`src/rtl/mmio_bus_controller_if.sv`:
```
// rtl/mmio_bus_controller_if.sv - CPU, RAM and device bus bundle for the MMIO controller
// master: the controller; slave: the CPU stage, RAM and device around it.
interface mmio_bus_controller_if #(
  parameter int DATA_W = 32
);
  logic              cpu_req;
  logic              cpu_we;
  logic [DATA_W-1:0] cpu_addr;
  logic [DATA_W-1:0] cpu_wdata;
  logic [DATA_W-1:0] cpu_rdata;
  logic              cpu_done;
  logic              cpu_err;
  logic              cpu_stall;

  logic              mem_en;
  logic              mem_we;
  logic [DATA_W-1:0] mem_addr;
  logic [DATA_W-1:0] mem_wdata;
  logic [DATA_W-1:0] mem_rdata;

  logic              dev_valid;
  logic              dev_we;
  logic [DATA_W-1:0] dev_wdata;
  logic [DATA_W-1:0] dev_rdata;
  logic              dev_ready;

  modport master (
    input  cpu_req, cpu_we, cpu_addr, cpu_wdata,
    output cpu_rdata, cpu_done, cpu_err, cpu_stall,
    output mem_en, mem_we, mem_addr, mem_wdata,
    input  mem_rdata,
    output dev_valid, dev_we, dev_wdata,
    input  dev_rdata, dev_ready
  );

  modport slave (
    output cpu_req, cpu_we, cpu_addr, cpu_wdata,
    input  cpu_rdata, cpu_done, cpu_err, cpu_stall,
    input  mem_en, mem_we, mem_addr, mem_wdata,
    output mem_rdata,
    input  dev_valid, dev_we, dev_wdata,
    output dev_rdata, dev_ready
  );
endinterface

```
`src/rtl/mmio_bus_controller.sv`:
```
// rtl/mmio_bus_controller.sv - sequences CPU data accesses to fixed-latency RAM or the MMIO device
// Every output is registered: the comb block computes next-cycle values from the next state.
module mmio_bus_controller #(
  parameter int          DATA_W      = 32,
  parameter int unsigned DEV_ADDR    = 900000,
  parameter int          MEM_LATENCY = 2,
  parameter int          DEV_TIMEOUT = 255
) (
  input logic                  clock,
  input logic                  reset,
  mmio_bus_controller_if.master bus
);

  localparam int CNT_MAX = (MEM_LATENCY > DEV_TIMEOUT) ? MEM_LATENCY : DEV_TIMEOUT;
  localparam int CNT_W   = (CNT_MAX < 2) ? 1 : $clog2(CNT_MAX);
  localparam logic [CNT_W-1:0]  MEM_LAST   = CNT_W'(MEM_LATENCY - 1);
  localparam logic [CNT_W-1:0]  DEV_LAST   = CNT_W'(DEV_TIMEOUT - 1);
  localparam logic [DATA_W-1:0] DEV_ADDR_V = DATA_W'(DEV_ADDR);

  typedef enum logic [1:0] {IDLE, MEM, DEV, DONE} state_t;

  state_t            state_q, state_d;
  logic [CNT_W-1:0]  cnt_q, cnt_d;
  logic [DATA_W-1:0] addr_q, addr_d;
  logic              we_q, we_d;
  logic [DATA_W-1:0] wdata_q, wdata_d;

  logic [DATA_W-1:0] cpu_rdata_q, cpu_rdata_d;
  logic              cpu_done_q, cpu_done_d;
  logic              cpu_err_q, cpu_err_d;
  logic              cpu_stall_q, cpu_stall_d;
  logic              mem_en_q, mem_en_d;
  logic              mem_we_q, mem_we_d;
  logic [DATA_W-1:0] mem_addr_q, mem_addr_d;
  logic [DATA_W-1:0] mem_wdata_q, mem_wdata_d;
  logic              dev_valid_q, dev_valid_d;
  logic              dev_we_q, dev_we_d;
  logic [DATA_W-1:0] dev_wdata_q, dev_wdata_d;

  always_ff @(posedge clock) begin
    if (reset) begin
      state_q     <= IDLE;
      cnt_q       <= '0;
      addr_q      <= '0;
      we_q        <= 1'b0;
      wdata_q     <= '0;
      cpu_rdata_q <= '0;
      cpu_done_q  <= 1'b0;
      cpu_err_q   <= 1'b0;
      cpu_stall_q <= 1'b0;
      mem_en_q    <= 1'b0;
      mem_we_q    <= 1'b0;
      mem_addr_q  <= '0;
      mem_wdata_q <= '0;
      dev_valid_q <= 1'b0;
      dev_we_q    <= 1'b0;
      dev_wdata_q <= '0;
    end else begin
      state_q     <= state_d;
      cnt_q       <= cnt_d;
      addr_q      <= addr_d;
      we_q        <= we_d;
      wdata_q     <= wdata_d;
      cpu_rdata_q <= cpu_rdata_d;
      cpu_done_q  <= cpu_done_d;
      cpu_err_q   <= cpu_err_d;
      cpu_stall_q <= cpu_stall_d;
      mem_en_q    <= mem_en_d;
      mem_we_q    <= mem_we_d;
      mem_addr_q  <= mem_addr_d;
      mem_wdata_q <= mem_wdata_d;
      dev_valid_q <= dev_valid_d;
      dev_we_q    <= dev_we_d;
      dev_wdata_q <= dev_wdata_d;
    end
  end

  always_comb begin
    state_d     = state_q;
    cnt_d       = cnt_q;
    addr_d      = addr_q;
    we_d        = we_q;
    wdata_d     = wdata_q;
    cpu_rdata_d = cpu_rdata_q;
    cpu_done_d  = 1'b0;
    cpu_err_d   = 1'b0;

    case (state_q)
      IDLE: begin
        if (bus.cpu_req) begin
          addr_d  = bus.cpu_addr;
          we_d    = bus.cpu_we;
          wdata_d = bus.cpu_wdata;
          cnt_d   = '0;
          state_d = (bus.cpu_addr == DEV_ADDR_V) ? DEV : MEM;
        end
      end
      MEM: begin
        if (cnt_q == MEM_LAST) begin
          if (!we_q) cpu_rdata_d = bus.mem_rdata;
          cpu_done_d = 1'b1;
          cnt_d      = '0;
          state_d    = DONE;
        end else begin
          cnt_d = cnt_q + 1'b1;
        end
      end
      DEV: begin
        // A ready seen on the final wait cycle still wins over the timeout.
        if (bus.dev_ready) begin
          if (!we_q) cpu_rdata_d = bus.dev_rdata;
          cpu_done_d = 1'b1;
          cnt_d      = '0;
          state_d    = DONE;
        end else if (cnt_q == DEV_LAST) begin
          cpu_rdata_d = '1;
          cpu_done_d  = 1'b1;
          cpu_err_d   = 1'b1;
          cnt_d       = '0;
          state_d     = DONE;
        end else begin
          cnt_d = cnt_q + 1'b1;
        end
      end
      DONE: begin
        state_d = IDLE;
      end
      default: begin
        state_d = IDLE;
        cnt_d   = '0;
      end
    endcase

    cpu_stall_d = (state_d == MEM) || (state_d == DEV);
    mem_en_d    = (state_d == MEM);
    mem_we_d    = mem_en_d && we_d;
    mem_addr_d  = mem_en_d ? addr_d : '0;
    mem_wdata_d = mem_en_d ? wdata_d : '0;
    dev_valid_d = (state_d == DEV);
    dev_we_d    = dev_valid_d && we_d;
    dev_wdata_d = dev_valid_d ? wdata_d : '0;
  end

  assign bus.cpu_rdata = cpu_rdata_q;
  assign bus.cpu_done  = cpu_done_q;
  assign bus.cpu_err   = cpu_err_q;
  assign bus.cpu_stall = cpu_stall_q;
  assign bus.mem_en    = mem_en_q;
  assign bus.mem_we    = mem_we_q;
  assign bus.mem_addr  = mem_addr_q;
  assign bus.mem_wdata = mem_wdata_q;
  assign bus.dev_valid = dev_valid_q;
  assign bus.dev_we    = dev_we_q;
  assign bus.dev_wdata = dev_wdata_q;

endmodule
```
`src/flat_wrapper.sv`:
```
// flat-port wrapper written by rule: the top's interface ports become plain ports
module mmio_bus_controller_flat 
#(
  parameter int          DATA_W      = 32,
  parameter int unsigned DEV_ADDR    = 900000,
  parameter int          MEM_LATENCY = 2,
  parameter int          DEV_TIMEOUT = 255
)
  (clock, reset, bus_cpu_req, bus_cpu_we, bus_cpu_addr, bus_cpu_wdata, bus_cpu_rdata, bus_cpu_done, bus_cpu_err, bus_cpu_stall, bus_mem_en, bus_mem_we, bus_mem_addr, bus_mem_wdata, bus_mem_rdata, bus_dev_valid, bus_dev_we, bus_dev_wdata, bus_dev_rdata, bus_dev_ready);
  mmio_bus_controller_if #(.DATA_W(DATA_W)) bus_i ();
  input logic clock;
  input logic reset;
  input wire logic [$bits(bus_i.cpu_req)-1:0] bus_cpu_req;
  input wire logic [$bits(bus_i.cpu_we)-1:0] bus_cpu_we;
  input wire logic [$bits(bus_i.cpu_addr)-1:0] bus_cpu_addr;
  input wire logic [$bits(bus_i.cpu_wdata)-1:0] bus_cpu_wdata;
  output wire logic [$bits(bus_i.cpu_rdata)-1:0] bus_cpu_rdata;
  output wire logic [$bits(bus_i.cpu_done)-1:0] bus_cpu_done;
  output wire logic [$bits(bus_i.cpu_err)-1:0] bus_cpu_err;
  output wire logic [$bits(bus_i.cpu_stall)-1:0] bus_cpu_stall;
  output wire logic [$bits(bus_i.mem_en)-1:0] bus_mem_en;
  output wire logic [$bits(bus_i.mem_we)-1:0] bus_mem_we;
  output wire logic [$bits(bus_i.mem_addr)-1:0] bus_mem_addr;
  output wire logic [$bits(bus_i.mem_wdata)-1:0] bus_mem_wdata;
  input wire logic [$bits(bus_i.mem_rdata)-1:0] bus_mem_rdata;
  output wire logic [$bits(bus_i.dev_valid)-1:0] bus_dev_valid;
  output wire logic [$bits(bus_i.dev_we)-1:0] bus_dev_we;
  output wire logic [$bits(bus_i.dev_wdata)-1:0] bus_dev_wdata;
  input wire logic [$bits(bus_i.dev_rdata)-1:0] bus_dev_rdata;
  input wire logic [$bits(bus_i.dev_ready)-1:0] bus_dev_ready;
  assign bus_i.cpu_req = bus_cpu_req;
  assign bus_i.cpu_we = bus_cpu_we;
  assign bus_i.cpu_addr = bus_cpu_addr;
  assign bus_i.cpu_wdata = bus_cpu_wdata;
  assign bus_cpu_rdata = bus_i.cpu_rdata;
  assign bus_cpu_done = bus_i.cpu_done;
  assign bus_cpu_err = bus_i.cpu_err;
  assign bus_cpu_stall = bus_i.cpu_stall;
  assign bus_mem_en = bus_i.mem_en;
  assign bus_mem_we = bus_i.mem_we;
  assign bus_mem_addr = bus_i.mem_addr;
  assign bus_mem_wdata = bus_i.mem_wdata;
  assign bus_i.mem_rdata = bus_mem_rdata;
  assign bus_dev_valid = bus_i.dev_valid;
  assign bus_dev_we = bus_i.dev_we;
  assign bus_dev_wdata = bus_i.dev_wdata;
  assign bus_i.dev_rdata = bus_dev_rdata;
  assign bus_i.dev_ready = bus_dev_ready;
  mmio_bus_controller #(.DATA_W(DATA_W), .DEV_ADDR(DEV_ADDR), .MEM_LATENCY(MEM_LATENCY), .DEV_TIMEOUT(DEV_TIMEOUT)) u_core (.clock(clock), .reset(reset), .bus(bus_i));
endmodule
```
`config.mk`:
```
export PLATFORM = sky130hd
export DESIGN_NAME = mmio_bus_controller_flat
export DESIGN_NICKNAME = d
export VERILOG_FILES = /design/src/rtl/mmio_bus_controller_if.sv /design/src/rtl/mmio_bus_controller.sv /design/src/flat_wrapper.sv
export SDC_FILE = /design/constraint.sdc
export NUM_CORES = 1
export LEC_CHECK = 0
export CAP_MARGIN = 20
export CORE_MARGIN = 2
export CORE_UTILIZATION = 45
export DETAILED_ROUTE_END_ITERATION = 12
export GPL_ROUTABILITY_DRIVEN = 0
export GPL_TIMING_DRIVEN = 0
export PLACE_DENSITY = 0.8
export SLEW_MARGIN = 20
export SYNTH_ARGS = -nofsm -noshare
export SYNTH_HDL_FRONTEND = slang
export SYNTH_SLANG_ARGS = --single-unit
```
`constraint.sdc`:
```
create_clock -name clock -period 2.39 [get_ports clock]
set_input_delay 0.478 -clock clock [delete_from_list [all_inputs] [get_ports clock]]
set_output_delay 0.478 -clock clock [all_outputs]
set_load 0.005 [all_outputs]
```
### Word-level counts from Yosys, hierarchy flattened

Index checks and enable logic that the tools add are counted.

* register bits after elaboration: 210
* word-level logic and storage cells: 71
* output and inout bits: 135
* bits of input ports: 133

* bitwise operators: 3
* add/subtract/negate cells: 1
* eq/ne operators: 13
* multiplexer cells: 27
* reductions and logical operators: 11

Operators by type and width (count)
* two-way mux 32 bit: 9
* case mux 32 bit (2 select lines): 1
* == test 32 x 20 -> 1 bit, second input constant: 1
* two-way mux 8 bit: 4
* case mux 8 bit (3 select lines): 1
* two-way mux 2 bit: 5
* adder 8 x 1 -> 8 bit, second input constant: 1
* == test 8 x 1 -> 1 bit, second input constant: 1
* == test 8 bit, second input constant: 1
* case mux 2 bit (4 select lines): 1
* == test 2 bit, second input constant: 3
* two-way mux 1 bit: 5
* AND reduction 5 bit: 1
* == test 2 x 1 -> 1 bit, second input constant: 2
* != test 2 bit, second input constant: 2
* OR reduction 2 bit: 2
* != test 3 x 2 -> 1 bit, second input constant: 1
* != test 3 bit, second input constant: 1
* NOT 1 bit: 3
* nonzero test 3 bit: 1
* OR reduction 3 bit: 1
* logical AND 1 bit: 2
* zero test 2 bit: 1
* != test 2 x 1 -> 1 bit, second input constant: 1
* 4 further kinds: 4

### Logic depth before layout (Yosys ltp)

Gate-level depths: netlist of run 1.

* depth in word-level cells: 7
* depth in mapped cells: 11
* mapped depth without buffers: 9

### Worst setup path after synthesis of run 1

Ideal clock, no wire load.

* path type: in2reg
* start: input port bus_cpu_addr[31]
* end: register u_core.mem_wdata_q[0] (netlist: u_core.bus.mem_wdata[0])
* buffers on the path: 2
* required time: 2275 ps
* cell stages on the path: 9
* arrival: 2048 ps
* slack: 227 ps
* cell sequence: nor4b_1 -> nand4_1 -> o31ai_1 -> o22a_1 -> inv_1 -> ha_1 -> clkbuf_1 -> clkbuf_1 -> and2_1

* word-level cells in the longest chain between the ends: 7

Ends and longest elaborated chain
* start: declaration: RTL line flat_wrapper.sv:15 `input wire logic [$bits(bus_i.cpu_addr)-1:0] bus_cpu_addr;`
* == test 32 x 20 -> 1 bit: RTL line mmio_bus_controller.sv:95 `state_d = (bus.cpu_addr == DEV_ADDR_V) ? DEV : MEM;`
* two-way mux 2 bit: RTL line mmio_bus_controller.sv:95
* two-way mux 2 bit: RTL line mmio_bus_controller.sv:90 `if (bus.cpu_req) begin`
* case mux 2 bit (4 select lines): RTL line mmio_bus_controller.sv:88 `case (state_q)`
* via u_core.state_d[0]: RTL line mmio_bus_controller.sv:22 `state_t state_q, state_d;`
* == test 2 x 1 -> 1 bit: RTL line mmio_bus_controller.sv:135 `mem_en_d = (state_d == MEM);`
* via u_core.mem_en_d: RTL line mmio_bus_controller.sv:32 `logic mem_en_q, mem_en_d;`
* NOT 1 bit (no line)
* OR reduction 2 bit (no line)
* end signal: assignment: RTL line mmio_bus_controller.sv:71 `mem_wdata_q <= mem_wdata_d;`
* end: declaration: RTL line mmio_bus_controller.sv:35 `logic [DATA_W-1:0] mem_wdata_q, mem_wdata_d;`

The timed path passes the listed nets, and every way through them passes these cells.
A chain may end at the register's enable or synchronous reset.

### Worst setup path after layout of run 1

* start: input port bus_cpu_addr[7]
* end: register u_core.mem_addr_q[25] (netlist: u_core.bus.mem_addr[25])

* word-level cells in the longest chain between the ends: 7

Ends and longest elaborated chain
* == test 32 x 20 -> 1 bit: RTL line mmio_bus_controller.sv:95
* two-way mux 2 bit: RTL line mmio_bus_controller.sv:95
* two-way mux 2 bit: RTL line mmio_bus_controller.sv:90
* case mux 2 bit (4 select lines): RTL line mmio_bus_controller.sv:88
* via u_core.state_d[0]: RTL line mmio_bus_controller.sv:22
* == test 2 x 1 -> 1 bit: RTL line mmio_bus_controller.sv:135
* via u_core.mem_en_d: RTL line mmio_bus_controller.sv:32
* NOT 1 bit (no line)
* OR reduction 2 bit (no line)
* end signal: assignment: RTL line mmio_bus_controller.sv:70 `mem_addr_q <= mem_addr_d;`
* end: declaration: RTL line mmio_bus_controller.sv:34 `logic [DATA_W-1:0] mem_addr_q, mem_addr_d;`

The timed path passes the listed nets, and every way through them passes these cells.

==> metrics.md, run 1 <==
| Metric | Value |
|---|---|
| Post-synth net total | `898` |
| Final setup vio count | `0` |
| Number of nets in the layout | `1188` |
| Upper clock frequency limit | `426 MHz` |
| Boundary Pins | `268` |
| Max_cap viols | `0` |
| Setup CP Type | `in -> reg` |
| Top area cells in the synthesized netlist | `sky130_fd_sc_hd__dfxtp_1 (56%), sky130_fd_sc_hd__nand2_1 (8.5%), sky130_fd_sc_hd__and2_1 (8.3%)` |
| CP arrival | `2720 ps` |
| Crit path capture type | `flip-flop` |
| Quantity of I/O buffers inserted on ports | `266` |
| All-Layer GR Usage | `22.3%` |
| DR DRC count | `0` |
| Die W | `134 um` |
| Status | `complete, no violations` |
| Worst slew margin relative to its limit | `58.5%` |
| Met2 wire length | `9890 um` |
| Fraction of the cycle the final worst path needs | `98.3%` |
| Kind of path behind the tightest hold check | `in -> reg` |
| Quantity of hold-fixing buffers added after cts | `0` |
| Number of synthesized register bits | `210` |
| Kind of launch point of the worst setup path | `input pin` |
| Share of cells above drive strength 1 | `13.2%` |
| Post-route non-filler standard cell count | `1278` |
| Synthesized area divided by synthesized cell count | `10.0 um2` |
| Initial cell density of the core | `45.7%` |
| Number of global-route vias before repair | `6200` |
| DIE AREA | `17800 um2` |
| Filler cell count | `1275` |
| Fin crit period | `2350 ps` |
| Worst setup timing slack at the placement stage | `-1040 ps` |
| Detailed router's first-iteration violation count | `260` |
| Setup ws final | `40.6 ps` |
| Final hold violation count | `0` |
| Pre-antenna DRT Iters | `4` |
| Maximum vdd drop | `754 uV` |
| Synth Warn # | `0` |
| Total Neg Setup Slack | `0 ps` |
| Final global-route overflow total | `0` |
| Maximum fanout encountered on the critical timing path | `10` |
| Post-placement cell count | `1240` |
| Count of unique library cells instantiated by Yosys | `44` |
| Level count of the clock H-tree | `1` |
| Root buffer cell | `sky130_fd_sc_hd__clkbuf_16` |
| Cell accounting for the most synthesized area | `sky130_fd_sc_hd__dfxtp_1` |
| TritonCTS Sinks | `210` |
| Power density over cell area | `987 nW/um2` |
| Number of antenna violations at the first check in global routing | `0` |
| Post-Route M1 WL | `8120 um` |
| DRT antenna net count | `0` |
| DPL Wire Length | `14800 um` |
| Number of max-slew violations in the final report | `0` |
| Layout Skew | `9.62 ps` |
| Worst-case clock buffer depth | `3` |
| Asr flop ratio synth | `0%` |
| Proportion of synthesized chip area in sequential cells | `55.6%` |
| Die span in y | `134 um` |
| DR WL/cell | `16.1 um` |
| CP Data Required Time | `2770 ps` |
| Area growth from synthesis to final layout | `50.2%` |
| Primary flip-flop cell chosen by synthesis mapping | `sky130_fd_sc_hd__dfxtp_1` |
| Synthesized area | `7560 um2` |
| Via density per instance | `4.94` |
| First-pass GRT wire length | `32200 um` |
| Leak | `0.00418 uW` |
| Pin count of the biggest net entering global routing | `14` |
| Num rows | `47` |
| Insertion delay to the later sink of the worst-skew pair | `490 ps` |
| Count of flip-flops with a built-in enable after synthesis | `0` |
| TritonCTS buffer count | `22` |
| CTS tree | `built` |
| Uppermost layer routed | `met4` |
| Area of the core | `16500 um2` |
| Top cell type's share of synthesized area | `55.6%` |
| Clock slew at the register clock pins of the worst setup and hold paths | `60 ps` |
| Post-Syn Instances | `754` |
| Actual transition at the worst max-transition pin | `620 ps` |
| Total detailed-routing wirelength | `20600 um` |
| Routed met3 length | `2170 um` |
| Vias after detailed routing | `6319` |
## area by class of cell
type | count | area (um2) | share of cell area [%]
Clock buffer | 35 | 691 | 6.08
Buffer | 49 | 409 | 3.60
Inverter | 12 | 45.0 | 0.397
Sequential cell | 210 | 4210 | 37.0
Tap cell | 220 | 275 | 2.42
Multi-Input combinational cell | 482 | 3020 | 26.6
Antenna cell | 1 | 2.50 | 0.0220
Timing Repair Buffer | 267 | 2670 | 23.5
Clock inverter | 2 | 37.5 | 0.331
## Yosys cell counts, types with 6 or more instances
master / n
sky130_fd_sc_hd__dfxtp_1: 210
sky130_fd_sc_hd__nand2_1: 171
sky130_fd_sc_hd__and2_1: 100
sky130_fd_sc_hd__a21oi_1: 74
sky130_fd_sc_hd__a21oi_2: 30
sky130_fd_sc_hd__o221ai_2: 30
sky130_fd_sc_hd__clkbuf_1: 27
sky130_fd_sc_hd__inv_1: 12
sky130_fd_sc_hd__ha_1: 11
sky130_fd_sc_hd__nand3_1: 11
sky130_fd_sc_hd__nor2_1: 11
sky130_fd_sc_hd__buf_6: 8
sky130_fd_sc_hd__clkbuf_8: 6
## cells in the final DEF (no fill, tap or decap), types with 3 or more instances in the layout
cell type                         instances
sky130_fd_sc_hd__clkbuf_8                14
sky130_fd_sc_hd__inv_1                   12
sky130_fd_sc_hd__buf_12                   3
sky130_fd_sc_hd__clkbuf_1                18
sky130_fd_sc_hd__clkbuf_2                 9
sky130_fd_sc_hd__o221ai_1                 3
sky130_fd_sc_hd__a21oi_1                 73
sky130_fd_sc_hd__buf_6                    8
sky130_fd_sc_hd__nor2_1                  11
sky130_fd_sc_hd__nand4_1                  3
sky130_fd_sc_hd__o221ai_2                30
sky130_fd_sc_hd__nand3_1                 11
sky130_fd_sc_hd__clkbuf_16               23
sky130_fd_sc_hd__and2_1                 100
sky130_fd_sc_hd__a21oi_2                 31
sky130_fd_sc_hd__nand2_1                171
sky130_fd_sc_hd__ha_1                     9
sky130_fd_sc_hd__dfxtp_1                208
sky130_fd_sc_hd__buf_4                    5
sky130_fd_sc_hd__clkdlybuf4s50_1        264
## sequential cells by signal (all words and copies together) (netlist names)
signal / flops
u_core.bus.cpu_done: 1
u_core.bus.cpu_err: 1
u_core.bus.mem_we: 1
u_core.bus.cpu_rdata: 32
u_core.bus.dev_valid: 1
u_core.bus.dev_wdata: 32
u_core.bus.cpu_stall: 1
u_core.bus.mem_addr: 32
u_core.we_q: 1
u_core.bus.dev_we: 1
u_core.bus.mem_wdata: 32
u_core.addr_q: 32
u_core.cnt_q: 8
u_core.bus.mem_en: 1
u_core.wdata_q: 32
u_core.state_q: 2
## cell families after synthesis
kind of cell | count (synthesis) | share of synthesized area [%]
mux | 2 | 0.265
fa+ha+maj | 11 | 1.82
buf+inv | 62 | 5.53
compound gates | 154 | 16.5
simple gates | 315 | 20.2
flops | 210 | 55.6
## path summary, 6_finish.rpt
check                                             from                              endpoint  slack (ps)  cells past startpoint
setup / recovery                       bus_cpu_addr[7]    u_core.bus.mem_addr[25]$_SDFF_PP0_          40                     10
hold / removal                        bus_cpu_addr[23]          u_core.addr_q[23]$_SDFF_PP0_         330                      3
setup reg to reg          u_core.state_q[0]$_SDFF_PP0_    u_core.bus.mem_addr[25]$_SDFF_PP0_         130                     10
hold reg to reg   u_core.bus.cpu_rdata[0]$_SDFFE_PP0P_  u_core.bus.cpu_rdata[0]$_SDFFE_PP0P_         450                      2
## layer usage
metal	vias to the layer above	GRT usage (%)
li1	3100	-
met1	2956	26.2
met2	231	38.4
met3	32	8.49
met4	0	6.03
met5	-	0
## critical path: stages
cell	delay, ps
sky130_fd_sc_hd__clkdlybuf4s50_1	490
sky130_fd_sc_hd__nor4bb_4	280
sky130_fd_sc_hd__nand4_1	190
sky130_fd_sc_hd__o31ai_4	310
sky130_fd_sc_hd__o22a_1	220
sky130_fd_sc_hd__inv_1	60
sky130_fd_sc_hd__ha_2	200
sky130_fd_sc_hd__clkbuf_8	170
sky130_fd_sc_hd__buf_4	170
sky130_fd_sc_hd__and2_1	160
## where the power goes
group,internal (uW),switching (uW)
sequential,4030,200
combinational,1810,1780
clock,2070,1320
## repair_timing
action                     in CTS  in global routing
gates resized for setup        20                 29
pin swaps                       5                  3
buffers inserted                1                  0
setup endpoints to repair      96                 89
## per-stage QoR
step / cell area (um2) / total power [uW] / util, % / hold WS [ps]
final: 11400 / 11200 / 68.7 / 331
after global routing: 11400 / 11800 / 68.7 / 346
after CTS: 11300 / 11200 / 68.3 / 453
after detailed placement: 10500 / 7740 / 63.5 / 445
after global placement: 10500 / 7700 / 63.5 / 440
after floorplan: 7560 / 6190 / - / 430
Note: power is estimated with default switching activity, not from simulation.
==> inputs of run 2 (changes only) <==
--- a/config.mk
+++ b/config.mk
@@ -16,3 +16,4 @@
 export SYNTH_ARGS = -nofsm -noshare
 export SYNTH_HDL_FRONTEND = slang
 export SYNTH_SLANG_ARGS = --single-unit
+export TNS_END_PERCENT = 20
==> metrics.md, run 2 (synthesis gave the netlist of run 1 again) <==
| Metric | Value |
|---|---|
| Level count of the clock H-tree | `1 (unchanged)` |
| Pin count of the biggest net entering global routing | `14 (unchanged)` |
| Insertion delay to the later sink of the worst-skew pair | `490 ps (about the same)` |
| Number of cells on the worst reg-to-reg path | `10 (unchanged)` |
| Pre-antenna DRT Iters | `5 (+1)` |
| Layout Skew | `8.20 ps (-1.42 ps)` |
| Fraction of the cycle the final worst path needs | `98.7% (+0.43 points)` |
| Crit path capture type | `flip-flop` |
| Most used cells in the layout excluding fill and tap cells | `sky130_fd_sc_hd__clkdlybuf4s50_1 (264), sky130_fd_sc_hd__dfxtp_1 (208), sky130_fd_sc_hd__nand2_1 (171)` |
| Root buffer cell | `sky130_fd_sc_hd__clkbuf_16` |
| Final setup vio count | `0 (unchanged)` |
| All-Layer GR Usage | `22.3% (unchanged)` |
| Area growth from synthesis to final layout | `50.2% (about the same)` |
| CP arrival | `2740 ps (+20 ps)` |
| DIE AREA | `17800 um2 (unchanged)` |
| Actual transition at the worst max-transition pin | `620 ps (-0.369 ps)` |
| DR DRC count | `0 (unchanged)` |
| Number of antenna diodes | `0 (-1)` |
| R2R Path Start | `u_core.state_q[0]$_SDFF_PP0_` |
| Kind of launch point of the worst setup path | `input pin` |
| Max_cap viols | `0 (unchanged)` |
| RSZ-0062 raised after global routing | `true` |
| DPL Wire Length | `14800 um (unchanged)` |
| Fin crit period | `2360 ps (+10.2 ps)` |
| Crit path capture | `u_core.bus.mem_wdata[19]$_SDFF_PP0_` |
| Critical-path cell with the highest stage delay | `sky130_fd_sc_hd__clkdlybuf4s50_1` |
| Core utilization of the finished layout | `68.7% (about the same)` |
| CTS tree | `built` |
| TritonCTS buffer count | `22 (unchanged)` |
| Upper clock frequency limit | `424 MHz (-0.43%)` |
| Clock slew at the register clock pins of the worst setup and hold paths | `60 ps (about the same)` |
| Power density over cell area | `988 nW/um2 (about the same)` |
| Worst-case hold slack | `334 ps (+2.49 ps)` |
| Leak | `0.00418 uW (-0.16%)` |
| Die span in y | `134 um (unchanged)` |
| Worst setup timing slack at the placement stage | `-1040 ps (unchanged)` |
| Number of antenna violations at the first check in global routing | `0 (unchanged)` |
| Num rows | `47 (unchanged)` |
| Worst path cell trace | `clkdlybuf4s50_1 > nor4bb_4 > nand4_1 > o31ai_4 > o22a_1 > inv_1 > ha_2 > clkbuf_8 > clkbuf_4 > and2_1` |
| Initial cell density of the core | `45.7% (unchanged)` |
| Maximum vdd drop | `758 uV (+0.54%)` |
| Quantity of I/O buffers inserted on ports | `266 (unchanged)` |
| DRT antenna net count | `0 (unchanged)` |
| Commonest non-fill, non-tap cell in the layout | `sky130_fd_sc_hd__clkdlybuf4s50_1` |
| Area of all sequential standard cells | `4210 um2 (unchanged)` |
| Number of global-route vias before repair | `6200 (unchanged)` |
| Detailed router's first-iteration violation count | `255 (-1.9%)` |
| Area of the core | `16500 um2 (unchanged)` |
| Setup ws final | `30.4 ps (-10.2 ps)` |
| Number of nets in the layout | `1188 (unchanged)` |
| CP delay by family, top | `buffers and inverters` |
| DR WL/cell | `16.2 um (+0.33%)` |
| Filler cell count | `1273 (-0.16%)` |
| Final hold violation count | `0 (unchanged)` |
| Post-placement cell count | `1240 (unchanged)` |
| Crit path launch | `bus_cpu_addr[7]` |
| Status | `complete, no violations` |
| Boundary Pins | `268 (unchanged)` |
| Critical path buffers and inverters | `4 (unchanged)` |
| Worst-case clock buffer depth | `3 (unchanged)` |
| End of the worst register-to-register path | `u_core.bus.mem_wdata[19]$_SDFF_PP0_` |
| Vias after detailed routing | `6328 (+0.14%)` |
| Via density per instance | `4.96 (+0.22%)` |
| R2R Setup Slk | `130 ps (about the same)` |
| Worst slew margin relative to its limit | `58.5% (about the same)` |
| Kind of path behind the tightest hold check | `in -> reg` |
| Post-route non-filler standard cell count | `1277 (-0.078%)` |
| First-pass GRT wire length | `32200 um (unchanged)` |
| Maximum fanout encountered on the critical timing path | `10 (unchanged)` |
| Final global-route overflow total | `0 (unchanged)` |
| Area of the multi-input gates | `3020 um2 (unchanged)` |
| Biggest cell delay along the critical path | `490 ps (about the same)` |
| Number of max-slew violations in the final report | `0 (unchanged)` |
| TritonCTS Sinks | `210 (unchanged)` |
| Setup CP Type | `in -> reg` |
| Share of cells above drive strength 1 | `13.1% (-0.19 points)` |
| Worst path depth | `10 (unchanged)` |
| CP Data Required Time | `2770 ps (about the same)` |
| Total detailed-routing wirelength | `20600 um (+0.25%)` |
| Die W | `134 um (unchanged)` |
-- run 2: changes by cell type in the layout (fill, tap and decap cells not counted) --
cell / change
sky130_fd_sc_hd__clkbuf_1: +1
sky130_fd_sc_hd__clkbuf_4: +1
sky130_fd_sc_hd__buf_1: +1
sky130_fd_sc_hd__diode_2: -1
sky130_fd_sc_hd__clkbuf_2: -2
sky130_fd_sc_hd__buf_4: -1
-- run 2: final cells by class --
class,count,area share (%)
clock buffers,35,6.09
clock inverters,2,0.331
plain buffers,49,3.58
flip-flops and latches,210,37.1
repair buffers,267,23.5
well taps,220,2.43
inverters,12,0.397
multi-input cells,482,26.6
-- run 2: worst min-delay path by stage --
stage               depth (start not counted)                                  from                                   end
finish                                      3                      bus_cpu_addr[23]          u_core.addr_q[23]$_SDFF_PP0_
detailed placement                          2  u_core.bus.cpu_rdata[0]$_SDFFE_PP0P_  u_core.bus.cpu_rdata[0]$_SDFFE_PP0P_
global placement                            2  u_core.bus.cpu_rdata[0]$_SDFFE_PP0P_  u_core.bus.cpu_rdata[0]$_SDFFE_PP0P_
CTS                                         2  u_core.bus.cpu_rdata[0]$_SDFFE_PP0P_  u_core.bus.cpu_rdata[0]$_SDFFE_PP0P_
floorplan                                   2          u_core.addr_q[24]$_SDFF_PP0_          u_core.addr_q[24]$_SDFF_PP0_
global route                                3                      bus_cpu_addr[23]          u_core.addr_q[23]$_SDFF_PP0_
-- run 2: metrics by stage --
step / total power, uW / TNS [ps] / area (um2)
finish: 11200 / 0 / 11300
global route: 11800 / -1040 / 11300
CTS: 11200 / 0 / 11300
detailed placement: 7740 / -96820 / 10500
global placement: 7700 / -95590 / 10500
floorplan: 6190 / 0 / 7560
-- run 2: per-layer routing --
| metal | routed length (um) | global-route usage, % |
|---|---|---|
| met5 | 0 | 0 |
| met1 | 8170 | 26.2 |
| met4 | 408 | 6.03 |
| met2 | 9900 | 38.4 |
| met3 | 2160 | 8.49 |
-- run 2: worst register-to-register path, stage by stage (launching register included) --
cell and delay (ps):
sky130_fd_sc_hd__dfxtp_1 440, sky130_fd_sc_hd__inv_1 140, sky130_fd_sc_hd__ha_1 240, sky130_fd_sc_hd__clkbuf_4 210, sky130_fd_sc_hd__mux2i_1 160, sky130_fd_sc_hd__o22a_1 180, sky130_fd_sc_hd__inv_1 60, sky130_fd_sc_hd__ha_2 200
sky130_fd_sc_hd__clkbuf_8 170, sky130_fd_sc_hd__clkbuf_4 190, sky130_fd_sc_hd__and2_1 160
-- run 2: what timing repair did --
| item | 4_1_cts | 5_1_grt |
|---|---|---|
| buffers inserted | 1 | 0 |
| hold buffers | 0 | 0 |
| resized for setup | 20 | 25 |
| hold endpoints to repair | 0 | 0 |
| endpoints found under the setup margin | 96 | 89 |
| pin swaps | 5 | 3 |
-- run 2: report_power, final --
| group | leakage, uW | switching (uW) | internal [uW] |
|---|---|---|---|
| Combinational | 0.00211 | 1780 | 1810 |
| Clock | 0.000354 | 1320 | 2070 |
| Sequential | 0.00171 | 200 | 4030 |
==> inputs of run 3 (changes only) <==
--- a/config.mk
+++ b/config.mk
@@ -10,7 +10,6 @@
 export CORE_UTILIZATION = 45
 export DETAILED_ROUTE_END_ITERATION = 12
 export GPL_ROUTABILITY_DRIVEN = 0
-export GPL_TIMING_DRIVEN = 0
 export PLACE_DENSITY = 0.8
 export SLEW_MARGIN = 20
 export SYNTH_ARGS = -nofsm -noshare
==> constraint.sdc (replaced) <==
create_clock -name clock -period 2.39 [get_ports clock]
set_input_delay 0.717 -clock clock [delete_from_list [all_inputs] [get_ports clock]]
set_output_delay 0.717 -clock clock [all_outputs]
set_load 0.005 [all_outputs]
==> metrics.md, run 3 (synthesis gave the netlist of run 1 again) <==
| Metric | Value |
|---|---|
| Pin count of the biggest net entering global routing | `41 (+27)` |
| Boundary Pins | `268 (unchanged)` |
| Count of buffers added by post-CTS timing repair for setup | `0 (-1)` |
| Setup ws final | `72.6 ps (+42.1 ps)` |
| Via density per instance | `4.96 (+0.11%)` |
| Number of global-route vias before repair | `6400 (+3.2%)` |
| Crit path capture type | `flip-flop` |
| Critical path buffers and inverters | `3 (-1)` |
| Quantity of I/O buffers inserted on ports | `267 (+0.38%)` |
| Number of antenna diodes | `0 (unchanged)` |
| First-pass GRT wire length | `31700 um (-1.5%)` |
| Upper clock frequency limit | `432 MHz (+1.8%)` |
| Setup CP Type | `in -> reg` |
| CP Data Required Time | `2770 ps (about the same)` |
| Die W | `134 um (unchanged)` |
| CP arrival | `2700 ps (-40 ps)` |
| Final hold violation count | `0 (unchanged)` |
| DRT antenna net count | `0 (unchanged)` |
| Worst slew margin relative to its limit | `63.1% (+4.5 points)` |
| Status | `complete, no violations` |
| Detailed router's first-iteration violation count | `329 (+29%)` |
| Actual transition at the worst max-transition pin | `554 ps (-66.0 ps)` |
| Area growth from synthesis to final layout | `52.3%` |
| Layout Skew | `17.1 ps (+8.85 ps)` |
| Number of antenna violations at the first check in global routing | `0 (unchanged)` |
| Max_cap viols | `0 (unchanged)` |
| Power density over cell area | `987 nW/um2 (-0.12%)` |
| Kind of launch point of the worst setup path | `input pin` |
| Vias after detailed routing | `6310 (-0.28%)` |
| Total detailed-routing wirelength | `20200 um (-2.1%)` |
| Total Neg Setup Slack | `0 ps (unchanged)` |
| Worst-case hold slack | `453 ps (+119 ps)` |
| Worst setup timing slack at the placement stage | `-606 ps (+431 ps)` |
| TritonCTS Sinks | `210 (unchanged)` |
| DR WL/cell | `15.9 um (-1.7%)` |
| Fin crit period | `2320 ps (-42.1 ps)` |
| Worst path cell trace | `clkdlybuf4s50_1 > and4b_1 > nand4_1 > o31ai_4 > o22a_1 > inv_2 > ha_4 > buf_12 > and2_1` |
| TritonCTS buffer count | `22 (unchanged)` |
| Number of max-slew violations in the final report | `0 (unchanged)` |
| Final setup vio count | `0 (unchanged)` |
| Critical-path cell with the highest stage delay | `sky130_fd_sc_hd__clkdlybuf4s50_1` |
| Leak | `0.00437 uW (+4.7%)` |
| Pre-antenna DRT Iters | `4 (-1)` |
| Area of the core | `16500 um2 (unchanged)` |
| Num rows | `47 (unchanged)` |
| Root buffer cell | `sky130_fd_sc_hd__clkbuf_16` |
| Clock slew at the register clock pins of the worst setup and hold paths | `60 ps (about the same)` |
| Biggest cell delay along the critical path | `440 ps (-50 ps)` |
| Share of cells above drive strength 1 | `14.9% (+1.9 points)` |
| Insertion delay to the later sink of the worst-skew pair | `500 ps (about the same)` |
| Level count of the clock H-tree | `1 (unchanged)` |
| Fraction of the cycle the final worst path needs | `97.0% (-1.8 points)` |
| Most used cells in the layout excluding fill and tap cells | `sky130_fd_sc_hd__clkdlybuf4s50_1 (252), sky130_fd_sc_hd__dfxtp_1 (210), sky130_fd_sc_hd__nand2_1 (169)` |
| Maximum fanout encountered on the critical timing path | `26 (+16)` |
| Quantity of hold-fixing buffers added after cts | `0 (unchanged)` |
| All-Layer GR Usage | `21.7% (-0.69 points)` |
| Final global-route overflow total | `0 (unchanged)` |
| DIE AREA | `17800 um2 (unchanged)` |
| Initial cell density of the core | `45.7% (unchanged)` |
| DR DRC count | `0 (unchanged)` |
| Commonest non-fill, non-tap cell in the layout | `sky130_fd_sc_hd__clkdlybuf4s50_1` |
| Core utilization of the finished layout | `69.7% (+0.98 points)` |
| R2R Setup Slk | `170 ps (+40 ps)` |
| CP delay by family, top | `buffers and inverters` |
| Number of nets in the layout | `1182 (-0.51%)` |
| Maximum vdd drop | `547 uV (-28%)` |
| Kind of path behind the tightest hold check | `reg -> reg` |
| Worst-case clock buffer depth | `3 (unchanged)` |
| DPL Wire Length | `13300 um (-11%)` |
| CTS tree | `built` |
| Die span in y | `134 um (unchanged)` |
-- run 3: cell types whose count changed in the layout (fill, tap and decap cells not counted), sizes merged, moves of 2 or more --
| cell | delta |
|---|---|
| clkinv | +6 |
| clkdlybuf4s50 | -12 |
| buf | +25 |
| dlygate4sd3 | -2 |
| bufinv | +2 |
| dlymetal6s2s | +13 |
| clkbuf | -35 |
-- run 3: final timing paths --
check / to / startpoint / depth (start not counted)
min: u_core.addr_q[26]$_SDFF_PP0_ / u_core.addr_q[26]$_SDFF_PP0_ / 2
min reg2reg: u_core.addr_q[26]$_SDFF_PP0_ / u_core.addr_q[26]$_SDFF_PP0_ / 2
max reg2reg: u_core.bus.mem_addr[28]$_SDFF_PP0_ / u_core.cnt_q[0]$_SDFFE_PP0P_ / 8
max: u_core.bus.mem_addr[28]$_SDFF_PP0_ / bus_cpu_addr[10] / 9
-- run 3: through the flow --
stage,std cells,total power [uW],cell area (um2)
6_report,1272,11400,11500
3_5_place_dp,1232,7780,10600
5_1_grt,1272,11900,11500
3_3_place_gp,1232,7720,10600
2_1_floorplan,754,6200,7560
4_1_cts,1270,11300,11300
-- run 3: layout make-up --
class	count	area, um2
clock inverters	9	131
multi-input cells	482	3060
well taps	220	275
inverters	12	45.0
clock buffers	29	607
fillers	1200	5010
flip-flops and latches	210	4200
repair buffers	310	3190
-- run 3: what timing repair did --
item	in CTS	in global routing
gates cloned	0	2
pin swaps	3	8
endpoints found under the setup margin	100	100
gates resized for setup	5	26
-- run 3: power by group --
part           internal [uW]  switching (uW)  leakage, uW
sequential              4030             204      0.00171
combinational           1870            1800      0.00229
clock                   2110            1340     0.000366
-- run 3: worst reg2reg max path, stage by stage, from the launching register on --
cell and delay (ps):
sky130_fd_sc_hd__dfxtp_1 440, sky130_fd_sc_hd__ha_1 190, sky130_fd_sc_hd__or4b_4 490, sky130_fd_sc_hd__nor2_1 120, sky130_fd_sc_hd__nand2_1 100, sky130_fd_sc_hd__o2bb2ai_1 220
sky130_fd_sc_hd__ha_4 230, sky130_fd_sc_hd__buf_12 160, sky130_fd_sc_hd__and2_1 160
-- run 3: metal layers --
metal	track usage, %	routed length, um	vias up
li1	-	-	3091
met1	25.7	8420	2939
met2	38.1	9660	239
met3	5.37	1540	41
met4	7.62	597	0
met5	0	0	-
==> RTL change: new RTL, config.mk and constraints of run 1 <==
`DATA_W` is set to 32 in 3 places; all go to 64.
--- a/src/rtl/mmio_bus_controller_if.sv
+++ b/src/rtl/mmio_bus_controller_if.sv
@@ -1,7 +1,7 @@
 // rtl/mmio_bus_controller_if.sv - CPU, RAM and device bus bundle for the MMIO controller
 // master: the controller; slave: the CPU stage, RAM and device around it.
 interface mmio_bus_controller_if #(
-  parameter int DATA_W = 32
+  parameter int DATA_W = 64
 );
   logic              cpu_req;
   logic              cpu_we;
--- a/src/rtl/mmio_bus_controller.sv
+++ b/src/rtl/mmio_bus_controller.sv
@@ -1,7 +1,7 @@
 // rtl/mmio_bus_controller.sv - sequences CPU data accesses to fixed-latency RAM or the MMIO device
 // Every output is registered: the comb block computes next-cycle values from the next state.
 module mmio_bus_controller #(
-  parameter int          DATA_W      = 32,
+  parameter int          DATA_W      = 64,
   parameter int unsigned DEV_ADDR    = 900000,
   parameter int          MEM_LATENCY = 2,
   parameter int          DEV_TIMEOUT = 255
--- a/src/flat_wrapper.sv
+++ b/src/flat_wrapper.sv
@@ -1,7 +1,7 @@
 // flat-port wrapper written by rule: the top's interface ports become plain ports
 module mmio_bus_controller_flat 
 #(
-  parameter int          DATA_W      = 32,
+  parameter int          DATA_W      = 64,
   parameter int unsigned DEV_ADDR    = 900000,
   parameter int          MEM_LATENCY = 2,
   parameter int          DEV_TIMEOUT = 255
Interface: changed (8 resized); port bits go from 268 to 524. The function was not compared with the original's and may differ.
==> RTL change against run 1 <==
Non-clock buffer count rose by 332. Cell area rose by 95%. Power rose by 53%. Sequential cell count rose by 192. Final cell count rose by 94%. Wire length rose by 140%. Area after synthesis rose by 88%. First-iteration DRC count rose to 2.7 times the old value. Global-route usage rose by 6.2 points. Worst setup slack got worse by 0.0091 ns. Critical endpoint is now u_core.bus.mem_wdata[44].
==> RTL change: results (changes against run 1) <==
[timing]
slew_headroom_pct = 50.9  ; was 58.5%
clock_skew_ns = 0.0238  ; was 0.00962 ns

[routing]
routed_via_density = 5.04  ; was 4.94
drt-met1-wl_um = 19000  ; was 8120 um
wl_per_cell_um = 19.5  ; was 16.1 um
drt_pass1_iterations = 5  ; was 4
drt_iter0_drc = 697  ; was 260
wl_met3_um = 4090  ; was 2170 um

[setup_path]
worstRegToRegCells = 11  ; was 10
worstPathMaxFanout = 7  ; was 10
path_delay_family = simple AND/OR/NAND/NOR gates  ; was buffers and inverters
arrival_ns = 2.78  ; was 2.72 ns
slowest_delay_ns = 0.43  ; was 0.49 ns
regToRegSetupSlack_ns = 0.06  ; was 0.13 ns
startpoint = bus_cpu_addr[57]  ; was bus_cpu_addr[7]
crit_path_end = u_core.bus.mem_wdata[44]  ; was u_core.bus.mem_addr[25]

[final_layout]
diodes = 0  ; was 1
nNetsFinal = 2321  ; was 1188
fillers = 2205  ; was 1275

[grt]
track_usage_pct = 28.5  ; was 22.3%
grt_use_met3_pct = 8.46  ; was 8.49%
use_met1_pct = 32.7  ; was 26.2%
grt_pass1_wl_um = 73100  ; was 32200 um
grtUsageMet2_pct = 48.7  ; was 38.4%
grt_pass1_vias = 13019  ; was 6200

[clock_network]
cts_setup_buffers = 13  ; was 1
cts.sinks = 402  ; was 210
clkLatencyLatePin_ns = 0.54  ; was 0.49 ns
numCtsBuffers = 43  ; was 22
htreeDepth = 2  ; was 1

[yosys]
syn_nets = 1730  ; was 898
ys_top_cells_by_area = dfxtp_1 57%, and2_1 8.6%, nand2_1 7.2%  ; was dfxtp_1 56%, nand2_1 8.5%, and2_1 8.3%
postSynthAreaPerCell_um2 = 9.74  ; was 10.0 um2
yosysSeqAreaShare_pct = 56.7  ; was 55.6%
synth_cell_types = 46  ; was 44
synthTopCellsByCount = 402 x dfxtp_1, 271 x nand2_1, 195 x and2_1  ; was 210 x dfxtp_1, 171 x nand2_1, 100 x and2_1

[placement]
dp_cells = 2382  ; was 1240
hpwl_um = 34600  ; was 14800 um

[run_status]
status = finished, final reports clean  ; unchanged

[pwr]
powerComb_w = 0.00341  ; was 0.00358 W
switching_share_pct = 24.9  ; was 29.4%
p_clk_share_pct = 37.5  ; was 30.3%
vdd_drop_max_mv = 0.722  ; was 0.754 mV

[hold_path]
hp-start = bus_cpu_addr[2]  ; was bus_cpu_addr[23]
hold_path_end = u_core.addr_q[2]  ; was u_core.addr_q[23]

## RTL change: cell type report
cell class                 count  area share, %
sequential                   402           36.3
multi-input combinational    949           26.4
timing repair buffer         547           24.8
clock buffer                  65           5.72
buffer                       101           3.80
tap                          402           2.27
clock inverter                12          0.508
inverter                       5          0.107
## RTL change: metrics by stage
step | cell area, um2 | power, W | setup TNS [ns] | hold WS, ns
final | 22200 | 0.0172 | 0 | 0.305
after global routing | 22200 | 0.0178 | -0.0171 | 0.304
after CTS | 22100 | 0.0172 | -0.942 | 0.454
after detailed placement | 20000 | 0.0103 | -249.86 | 0.446
after global placement | 20000 | 0.0103 | -242.61 | 0.441
after floorplan | 14200 | 0.00877 | 0 | 0.431
## RTL change: kinds of logic after synthesis
kind of cell | synth area share [%]
simple gates | 23.1
xor+xnor | 0.247
flops | 56.7
buf+inv | 3.66
fa+ha+maj | 0.970
compound gates | 8.68
mux | 6.66
